<file path="src/rtl/conv_layer_pkg.sv">
// Shared types and constants for the conv-layer window slider.
// Word slicing is MSB-first: word 0 sits in the top DATA_WIDTH bits.
package conv_layer_pkg;

   typedef enum logic [1:0] {
      IDLE    = 2'd0,
      CAPTURE = 2'd1,
      SLIDE   = 2'd2,
      DONE    = 2'd3
   } slider_state_t;

   localparam int KERNEL_SIZE  = 3;
   localparam int WINDOW_WORDS = KERNEL_SIZE * KERNEL_SIZE;

   // LSB position of word idx in an n_words vector of dw-bit words, word 0 at the MSB
   function automatic int unsigned word_lsb(input int unsigned idx,
                                            input int unsigned n_words,
                                            input int unsigned dw);
      return (n_words - 1 - idx) * dw;
   endfunction

endpackage

</file>
<file path="src/rtl/conv_layer_window_slider_if.sv">
// Buffer row-select, window handshake and control signals of the window slider.
// slave = the slider itself, master = the controller / buffer / PE side.
interface conv_layer_window_slider_if #(
   parameter int DATA_WIDTH       = 32,
   parameter int BUFFER_ROW_WIDTH = 2,
   parameter int BUFFER_COL       = 8,
   parameter int BUFFER_COL_WIDTH = 3,
   parameter int KERNEL_SIZE      = 3
);
   logic                                              start;
   logic                                              flush;
   logic [BUFFER_COL*DATA_WIDTH-1:0]                  row_bus_in;
   logic [BUFFER_ROW_WIDTH-1:0]                       row_index;
   logic [KERNEL_SIZE*KERNEL_SIZE*DATA_WIDTH-1:0]     window_out;
   logic                                              window_valid;
   logic                                              window_ready;
   logic [BUFFER_COL_WIDTH-1:0]                       col_pos;
   logic                                              busy;
   logic                                              done;

   modport slave (
      input  start, flush, row_bus_in, window_ready,
      output row_index, window_out, window_valid, col_pos, busy, done
   );

   modport master (
      output start, flush, row_bus_in, window_ready,
      input  row_index, window_out, window_valid, col_pos, busy, done
   );
endinterface

</file>
<file path="src/rtl/conv_window_row_shifter.sv">
// One buffer row held locally: parallel load, one-word left shift with zero fill,
// and the leftmost KERNEL_SIZE words exposed as the window tap.
module conv_window_row_shifter
   import conv_layer_pkg::word_lsb;
#(
   parameter int DATA_WIDTH  = 32,
   parameter int BUFFER_COL  = 8,
   parameter int KERNEL_SIZE = 3
) (
   input  logic                              clk,
   input  logic                              rst,
   input  logic                              load,
   input  logic                              shift,
   input  logic [BUFFER_COL*DATA_WIDTH-1:0]  row_in,
   output logic [KERNEL_SIZE*DATA_WIDTH-1:0] tap_out
);
   localparam int ROW_W = BUFFER_COL * DATA_WIDTH;

   logic [ROW_W-1:0] row_q;

   always_ff @(posedge clk or posedge rst) begin
      if (rst)        row_q <= '0;
      else if (load)  row_q <= row_in;
      else if (shift) row_q <= {row_q[ROW_W-DATA_WIDTH-1:0], {DATA_WIDTH{1'b0}}};
   end

   assign tap_out = row_q[word_lsb(KERNEL_SIZE-1, BUFFER_COL, DATA_WIDTH) +: KERNEL_SIZE*DATA_WIDTH];

endmodule

</file>
<file path="src/rtl/conv_layer_window_slider.sv">
// Captures the buffer's rows through row_index, then slides a KxK window across
// the columns, one window per valid/ready transfer.
module conv_layer_window_slider #(
   parameter int DATA_WIDTH       = 32,
   parameter int BUFFER_ROW       = 3,
   parameter int BUFFER_ROW_WIDTH = 2,
   parameter int BUFFER_COL       = 8,
   parameter int BUFFER_COL_WIDTH = 3,
   parameter int KERNEL_SIZE      = conv_layer_pkg::KERNEL_SIZE
) (
   input  logic                        clk,
   input  logic                        rst,
   conv_layer_window_slider_if.slave   bus
);
   import conv_layer_pkg::*;

   localparam logic [BUFFER_ROW_WIDTH-1:0] LAST_ROW = BUFFER_ROW_WIDTH'(BUFFER_ROW - 1);
   localparam logic [BUFFER_COL_WIDTH-1:0] LAST_COL = BUFFER_COL_WIDTH'(BUFFER_COL - KERNEL_SIZE);

   slider_state_t                 state_q;
   logic [BUFFER_ROW_WIDTH-1:0]   row_index_q;
   logic [BUFFER_COL_WIDTH-1:0]   col_pos_q;
   logic                          valid_q;
   logic                          busy_q;
   logic                          done_q;
   logic                          xfer;
   logic                          cap_en;
   logic                          shift_en;

   logic [0:BUFFER_ROW-1][KERNEL_SIZE*DATA_WIDTH-1:0] taps;

   assign xfer     = valid_q & bus.window_ready;
   assign cap_en   = (state_q == CAPTURE) & ~bus.flush;
   assign shift_en = (state_q == SLIDE) & xfer & ~bus.flush;

   always_ff @(posedge clk or posedge rst) begin
      if (rst) begin
         state_q     <= IDLE;
         row_index_q <= '0;
         col_pos_q   <= '0;
         valid_q     <= 1'b0;
         busy_q      <= 1'b0;
         done_q      <= 1'b0;
      end else if (bus.flush) begin
         // abort wins over start and any transfer; captured rows are left as-is
         state_q     <= IDLE;
         row_index_q <= '0;
         col_pos_q   <= '0;
         valid_q     <= 1'b0;
         busy_q      <= 1'b0;
         done_q      <= 1'b0;
      end else begin
         case (state_q)
            IDLE: begin
               if (bus.start) begin
                  state_q     <= CAPTURE;
                  row_index_q <= '0;
                  busy_q      <= 1'b1;
               end
            end
            CAPTURE: begin
               if (row_index_q == LAST_ROW) begin
                  state_q     <= SLIDE;
                  row_index_q <= '0;
                  col_pos_q   <= '0;
                  valid_q     <= 1'b1;
               end else begin
                  row_index_q <= row_index_q + 1'b1;
               end
            end
            SLIDE: begin
               if (xfer) begin
                  col_pos_q <= col_pos_q + 1'b1;
                  if (col_pos_q == LAST_COL) begin
                     state_q <= DONE;
                     valid_q <= 1'b0;
                     done_q  <= 1'b1;
                  end
               end
            end
            DONE: begin
               state_q   <= IDLE;
               col_pos_q <= '0;
               done_q    <= 1'b0;
               busy_q    <= 1'b0;
            end
            default: state_q <= IDLE;
         endcase
      end
   end

   for (genvar r = 0; r < BUFFER_ROW; r++) begin : g_row
      conv_window_row_shifter #(
         .DATA_WIDTH  (DATA_WIDTH),
         .BUFFER_COL  (BUFFER_COL),
         .KERNEL_SIZE (KERNEL_SIZE)
      ) u_row (
         .clk     (clk),
         .rst     (rst),
         .load    (cap_en && (row_index_q == BUFFER_ROW_WIDTH'(r))),
         .shift   (shift_en),
         .row_in  (bus.row_bus_in),
         .tap_out (taps[r])
      );
   end

   // taps[0] is the top kernel row, so the packed array is already row-major
   assign bus.window_out   = taps;
   assign bus.row_index    = row_index_q;
   assign bus.col_pos      = col_pos_q;
   assign bus.window_valid = valid_q;
   assign bus.busy         = busy_q;
   assign bus.done         = done_q;

endmodule
</file>
<file path="src/flat_wrapper.sv">
// flat-port wrapper written by rule: the top's interface ports become plain ports
module conv_layer_window_slider_flat import conv_layer_pkg::*;
#(
   parameter int DATA_WIDTH       = 32,
   parameter int BUFFER_ROW       = 3,
   parameter int BUFFER_ROW_WIDTH = 2,
   parameter int BUFFER_COL       = 8,
   parameter int BUFFER_COL_WIDTH = 3,
   parameter int KERNEL_SIZE      = conv_layer_pkg::KERNEL_SIZE
)
  (clk, rst, bus_start, bus_flush, bus_row_bus_in, bus_window_ready, bus_row_index, bus_window_out, bus_window_valid, bus_col_pos, bus_busy, bus_done);
  conv_layer_window_slider_if #(.DATA_WIDTH(DATA_WIDTH), .BUFFER_ROW_WIDTH(BUFFER_ROW_WIDTH), .BUFFER_COL(BUFFER_COL), .BUFFER_COL_WIDTH(BUFFER_COL_WIDTH), .KERNEL_SIZE(KERNEL_SIZE)) bus_i ();
  input  logic clk;
  input  logic rst;
  input wire logic [$bits(bus_i.start)-1:0] bus_start;
  input wire logic [$bits(bus_i.flush)-1:0] bus_flush;
  input wire logic [$bits(bus_i.row_bus_in)-1:0] bus_row_bus_in;
  input wire logic [$bits(bus_i.window_ready)-1:0] bus_window_ready;
  output wire logic [$bits(bus_i.row_index)-1:0] bus_row_index;
  output wire logic [$bits(bus_i.window_out)-1:0] bus_window_out;
  output wire logic [$bits(bus_i.window_valid)-1:0] bus_window_valid;
  output wire logic [$bits(bus_i.col_pos)-1:0] bus_col_pos;
  output wire logic [$bits(bus_i.busy)-1:0] bus_busy;
  output wire logic [$bits(bus_i.done)-1:0] bus_done;
  assign bus_i.start = bus_start;
  assign bus_i.flush = bus_flush;
  assign bus_i.row_bus_in = bus_row_bus_in;
  assign bus_i.window_ready = bus_window_ready;
  assign bus_row_index = bus_i.row_index;
  assign bus_window_out = bus_i.window_out;
  assign bus_window_valid = bus_i.window_valid;
  assign bus_col_pos = bus_i.col_pos;
  assign bus_busy = bus_i.busy;
  assign bus_done = bus_i.done;
  conv_layer_window_slider #(.DATA_WIDTH(DATA_WIDTH), .BUFFER_ROW(BUFFER_ROW), .BUFFER_ROW_WIDTH(BUFFER_ROW_WIDTH), .BUFFER_COL(BUFFER_COL), .BUFFER_COL_WIDTH(BUFFER_COL_WIDTH), .KERNEL_SIZE(KERNEL_SIZE)) u_core (.clk(clk), .rst(rst), .bus(bus_i));
endmodule
</file>
<file path="config.mk">
export PLATFORM = sky130hd
export DESIGN_NAME = conv_layer_window_slider_flat
export DESIGN_NICKNAME = d
export VERILOG_FILES = /design/src/rtl/conv_layer_pkg.sv /design/src/rtl/conv_layer_window_slider_if.sv /design/src/rtl/conv_window_row_shifter.sv /design/src/rtl/conv_layer_window_slider.sv /design/src/flat_wrapper.sv
export SDC_FILE = /design/constraint.sdc
export NUM_CORES = 2
export LEC_CHECK = 0
export BUFFER_PORTS_ARGS = -buffer_cell sky130_fd_sc_hd__buf_2
export CELL_PAD_IN_SITES_DETAIL_PLACEMENT = 0
export CELL_PAD_IN_SITES_GLOBAL_PLACEMENT = 1
export CORE_MARGIN = 5
export CORE_UTILIZATION = 40
export CTS_CLUSTER_SIZE = 30
export DETAILED_ROUTE_END_ITERATION = 16
export PLACE_DENSITY_LB_ADDON = 0.1
export SLEW_MARGIN = 10
export SYNTH_ARGS = -nofsm -noshare
export SYNTH_HDL_FRONTEND = slang
export SYNTH_SLANG_ARGS = --single-unit
export TNS_END_PERCENT = 50
</file>
<file path="constraint.sdc">
create_clock -name clk -period 48.3 [get_ports clk]
set_input_delay 0 -clock clk [delete_from_list [all_inputs] [get_ports clk]]
set_output_delay 0 -clock clk [all_outputs]
set_load 0.01 [all_outputs]
</file>
==> impl_results.md <==
* Post-synthesis sequential area ratio at 52.7%
* Via count of the first global-routing pass at approximately 26000
* Highest achievable clock rate at approximately 190 MHz
* Leakage power summed over all cells at ~22 nW
* Minimum period implied by the final worst setup slack at approximately 5.2 ns
* Count of boundary I/O pins at ~560
* Max-slew headroom at the worst pin at a little under a quarter
* Fraction of power consumed by combinational cells at 23.1%
* Number of failing setup endpoints in the final timing report at 0
* Cells after Synth at roughly 3500
* Reg power frac at 48.1%
* Drt first pass iters at 5
* Sum of negative setup slack at 0 ns
* Nature of the critical path endpoint: register
* Net switching share of the total power at around a third
* Peak supply drop at around 0.028 mV
* Signed area change from the synthesized netlist to the final layout at 17.6%
* Number of placement rows at between 100 and 150
* Clk sink count at 778
* Maximum fanout count along the critical path at 137
* Die Area at 98600 um2
* Height of the chip at about 310 um
* Total internal power at ~1.5 mW
* Required arrival time at the worst endpoint at a little under 50 ns
* Count of filler cells inserted in the layout at roughly 8500
* Slew at the pin with the worst max-slew slack at roughly 1.1 ns
* Run status: finished, final reports clean
* Vias per std cell at approximately 5.2
* Period utilization at a little over a tenth
* Proportion of layout cells with a drive suffix above 1 at about 19%
* Initial antenna violation count at 22
* Part of the total power dissipated in the clock network at 28.8%
* Post-route ant nets at 0
* Routed len/inst at roughly 22 um
* Switching power of the nets at 782 uW
* Worst reg2reg path startpoint: u_core.state_q[0]
* Clock slew at reported path FFs at about 0.070 ns
* Final estimated routing congestion in global placement at 0.871
* DR vias at around 27000
* Synthesized area per cell at about 11 um2
* Clock tree from TritonCTS: done
* DRC violation count after routing at 0
* CTS root buffer: clkbuf_16
* Capturing point of the worst reg2reg path: u_core.g_row[0].u_row.row_q[199]
* Total number of yosys warnings at 0
* RSZ-0062 raised after global routing: no
* Worst setup skew after layout at roughly 0.024 ns
* Area of the multi-input gates at 13900 um2
* GRT Resource Usage Total at a little under a quarter
* HPWL after detailed placement at between 80000 and 90000 um
* Number of max-slew violations in the final report at 0
* Pin count of the biggest net entering global routing at ~190
* FF+latch count, synth at 778
* Post CTS Setup Buffer Count at 0
* Power density over cell area at 52.9 nW/um2
* Worst min-delay path category: in -> async
* Number of distinct library cells after synthesis at 35
* Residual overflow from global routing at 0
* First-pass GRT wire length at roughly 180000 um
* H-tree levels at 3
* Die outline width at ~310 um
* Kind of launch point of the worst setup path: register
* Most frequent cells in the layout: 778 x dfrtp_1, 679 x nand2_1, 672 x mux2i_1, 556 x buf_2, 547 x o21ai_1
* Layout net count at 4169
* Combined flip-flop and latch cell area at 19500 um2
* Clk Latency, worst-skew pair at approximately 0.64 ns
* Synthesized area at ~37000 um2
* R2R cell count at 9
* TritonCTS Buffers at just under 90
* Hold Vio Cnt, Final at 0
* Slack of the worst reg-to-reg path at approximately 43 ns
* Post-route total power at 2.30 mW
* Clk buf depth at 3
* Routed wire length at around 120000 um
* Port buffer count at roughly 560
* Total nets after synthesis at about 3800
* Most common cell after layout, fill and taps aside: dfrtp_1
* Starting utilization of the core area at 40.3%
* Max capacitance violation total at 0
* Number of DRC violations after detailed-routing iteration 0 at between 2000 and 2500
* Number of hold buffers added after cts at roughly 260
* Kind of critical path: reg -> reg
* Core Box Area at 91700 um2
* CTS resizes at 0
* Data arrival time at the worst-slack endpoint at 5.72 ns
==> layer usage <==
| metal | track usage, % | share of wire [%] |
|---|---|---|
| met1 | 35.9 | 49 |
| met2 | 33.1 | 43 |
| met3 | 4.34 | 6.1 |
| met4 | 4.71 | 2.0 |
| met5 | 0 | 0.066 |
==> logic make-up (layout without fill, tap and decap cells) <==
family | Yosys count | in the layout | share of synthesized area, %
AO/OA/AOI/OAI | 788 | 788 | 11.7
buffers and inverters | 539 | 1013 | 9.88
multiplexers | 672 | 672 | 18.2
other | 0 | 15 | 0
flip-flops | 778 | 778 | 52.7
AND/OR/NAND/NOR | 707 | 707 | 7.36
adder cells (fa/ha/maj) | 6 | 6 | 0.203
==> state kept, by name, summed over array words and instances (netlist names) <==
| signal | count |
|---|---|
| u_core.g_row.u_row.row_q | 768 |
| u_core.bus.col_pos | 3 |
| u_core.bus.row_index | 2 |
| u_core.state_q | 2 |
| u_core.bus.busy | 1 |
| u_core.bus.done | 1 |
| u_core.bus.window_valid | 1 |
==> cell type report <==
cell class,instances,share of cell area (%)
Sequential cell,778,44.8
Multi-Input combinational cell,2173,32.0
Timing Repair Buffer,856,13.2
Clock buffer,126,5.86
Tap cell,1186,3.41
Clock inverter,26,0.653
Antenna cell,15,0.0864
Inverter,5,0.0605
==> power groups by stage <==
stage | clock network, mW | logic (mW) | registers, mW
after global placement | 0 | 0.500 | 1.10
after floorplan | 0 | 0.470 | 0.996
after detailed placement | 0 | 0.519 | 1.11
after global routing | 0.707 | 0.597 | 1.13
after CTS | 0.681 | 0.540 | 1.10
final | 0.662 | 0.531 | 1.10
==> through the flow <==
step | cell area [um2] | hold WS (ns) | setup slack (ns) | std cells | util, %
floorplan | 37000 | 0.117 | 26.46 | 3490 | -
global placement | 38000 | 0.233 | 43.22 | 4737 | 41.4
detailed placement | 38000 | 0.242 | 43.08 | 4737 | 41.4
CTS | 43400 | 0.0987 | 43.06 | 5150 | 47.4
global route | 43400 | 0.136 | 42.75 | 5157 | 47.4
finish | 43500 | 0.106 | 43.05 | 5165 | 47.4
==> Yosys cell counts <==
cell type  instances  area [um2]
nor3_2             1        10.0
o31ai_1            2        15.0
nand3_1            1        5.00
clkbuf_1          75         282
buf_1              4        15.0
and2b_1            2        15.0
nand2_1          679        2550
nor3b_2            1        12.5
a22o_1            96         841
buf_4            323        2420
nand2b_1           3        18.8
buf_6             40         450
nand3b_1           1        7.51
o21ai_1          547        2740
o22a_1             1        8.76
o21ai_0          133         666
nor2_1            11        41.3
nor2_2             1        6.26
buf_2             92         460
inv_1              5        18.8
mux2i_1          672        6730
a21oi_1            3        15.0
a21o_1             1        7.51
a22oi_1            1        7.51
o22ai_1            1        6.26
or4_1              1        7.51
nand4b_1           1        8.76
nor2_4             1        11.3
o32ai_1            2        17.5
dfrtp_1          778       19500
ha_1               6        75.1
or2_1              1        6.26
and4_1             1        8.76
nor2b_1            2        12.5
a32oi_1            1        8.76
==> critical path, cell delays in order (launching register included) <==
cell and delay (ns):
dfrtp_1 0.42, inv_1 0.10, ha_1 0.24, nand2b_1 0.25, or2_4 0.87, buf_4 0.89
buf_12 0.81, buf_4 0.91, mux2i_1 0.28, o21ai_0 0.11
==> worst max path at each step <==
| stage | start | to | cells after the start |
|---|---|---|---|
| floorplan | rst | u_core.bus.busy | 1 |
| global placement | u_core.state_q[0] | u_core.g_row[2].u_row.row_q[254] | 9 |
| detailed placement | u_core.state_q[0] | u_core.g_row[0].u_row.row_q[228] | 9 |
| CTS | u_core.state_q[0] | u_core.g_row[0].u_row.row_q[199] | 9 |
| global route | u_core.state_q[0] | u_core.g_row[0].u_row.row_q[199] | 9 |
| finish | u_core.state_q[0] | u_core.g_row[0].u_row.row_q[199] | 9 |
Power figures use the tool's default switching activity.
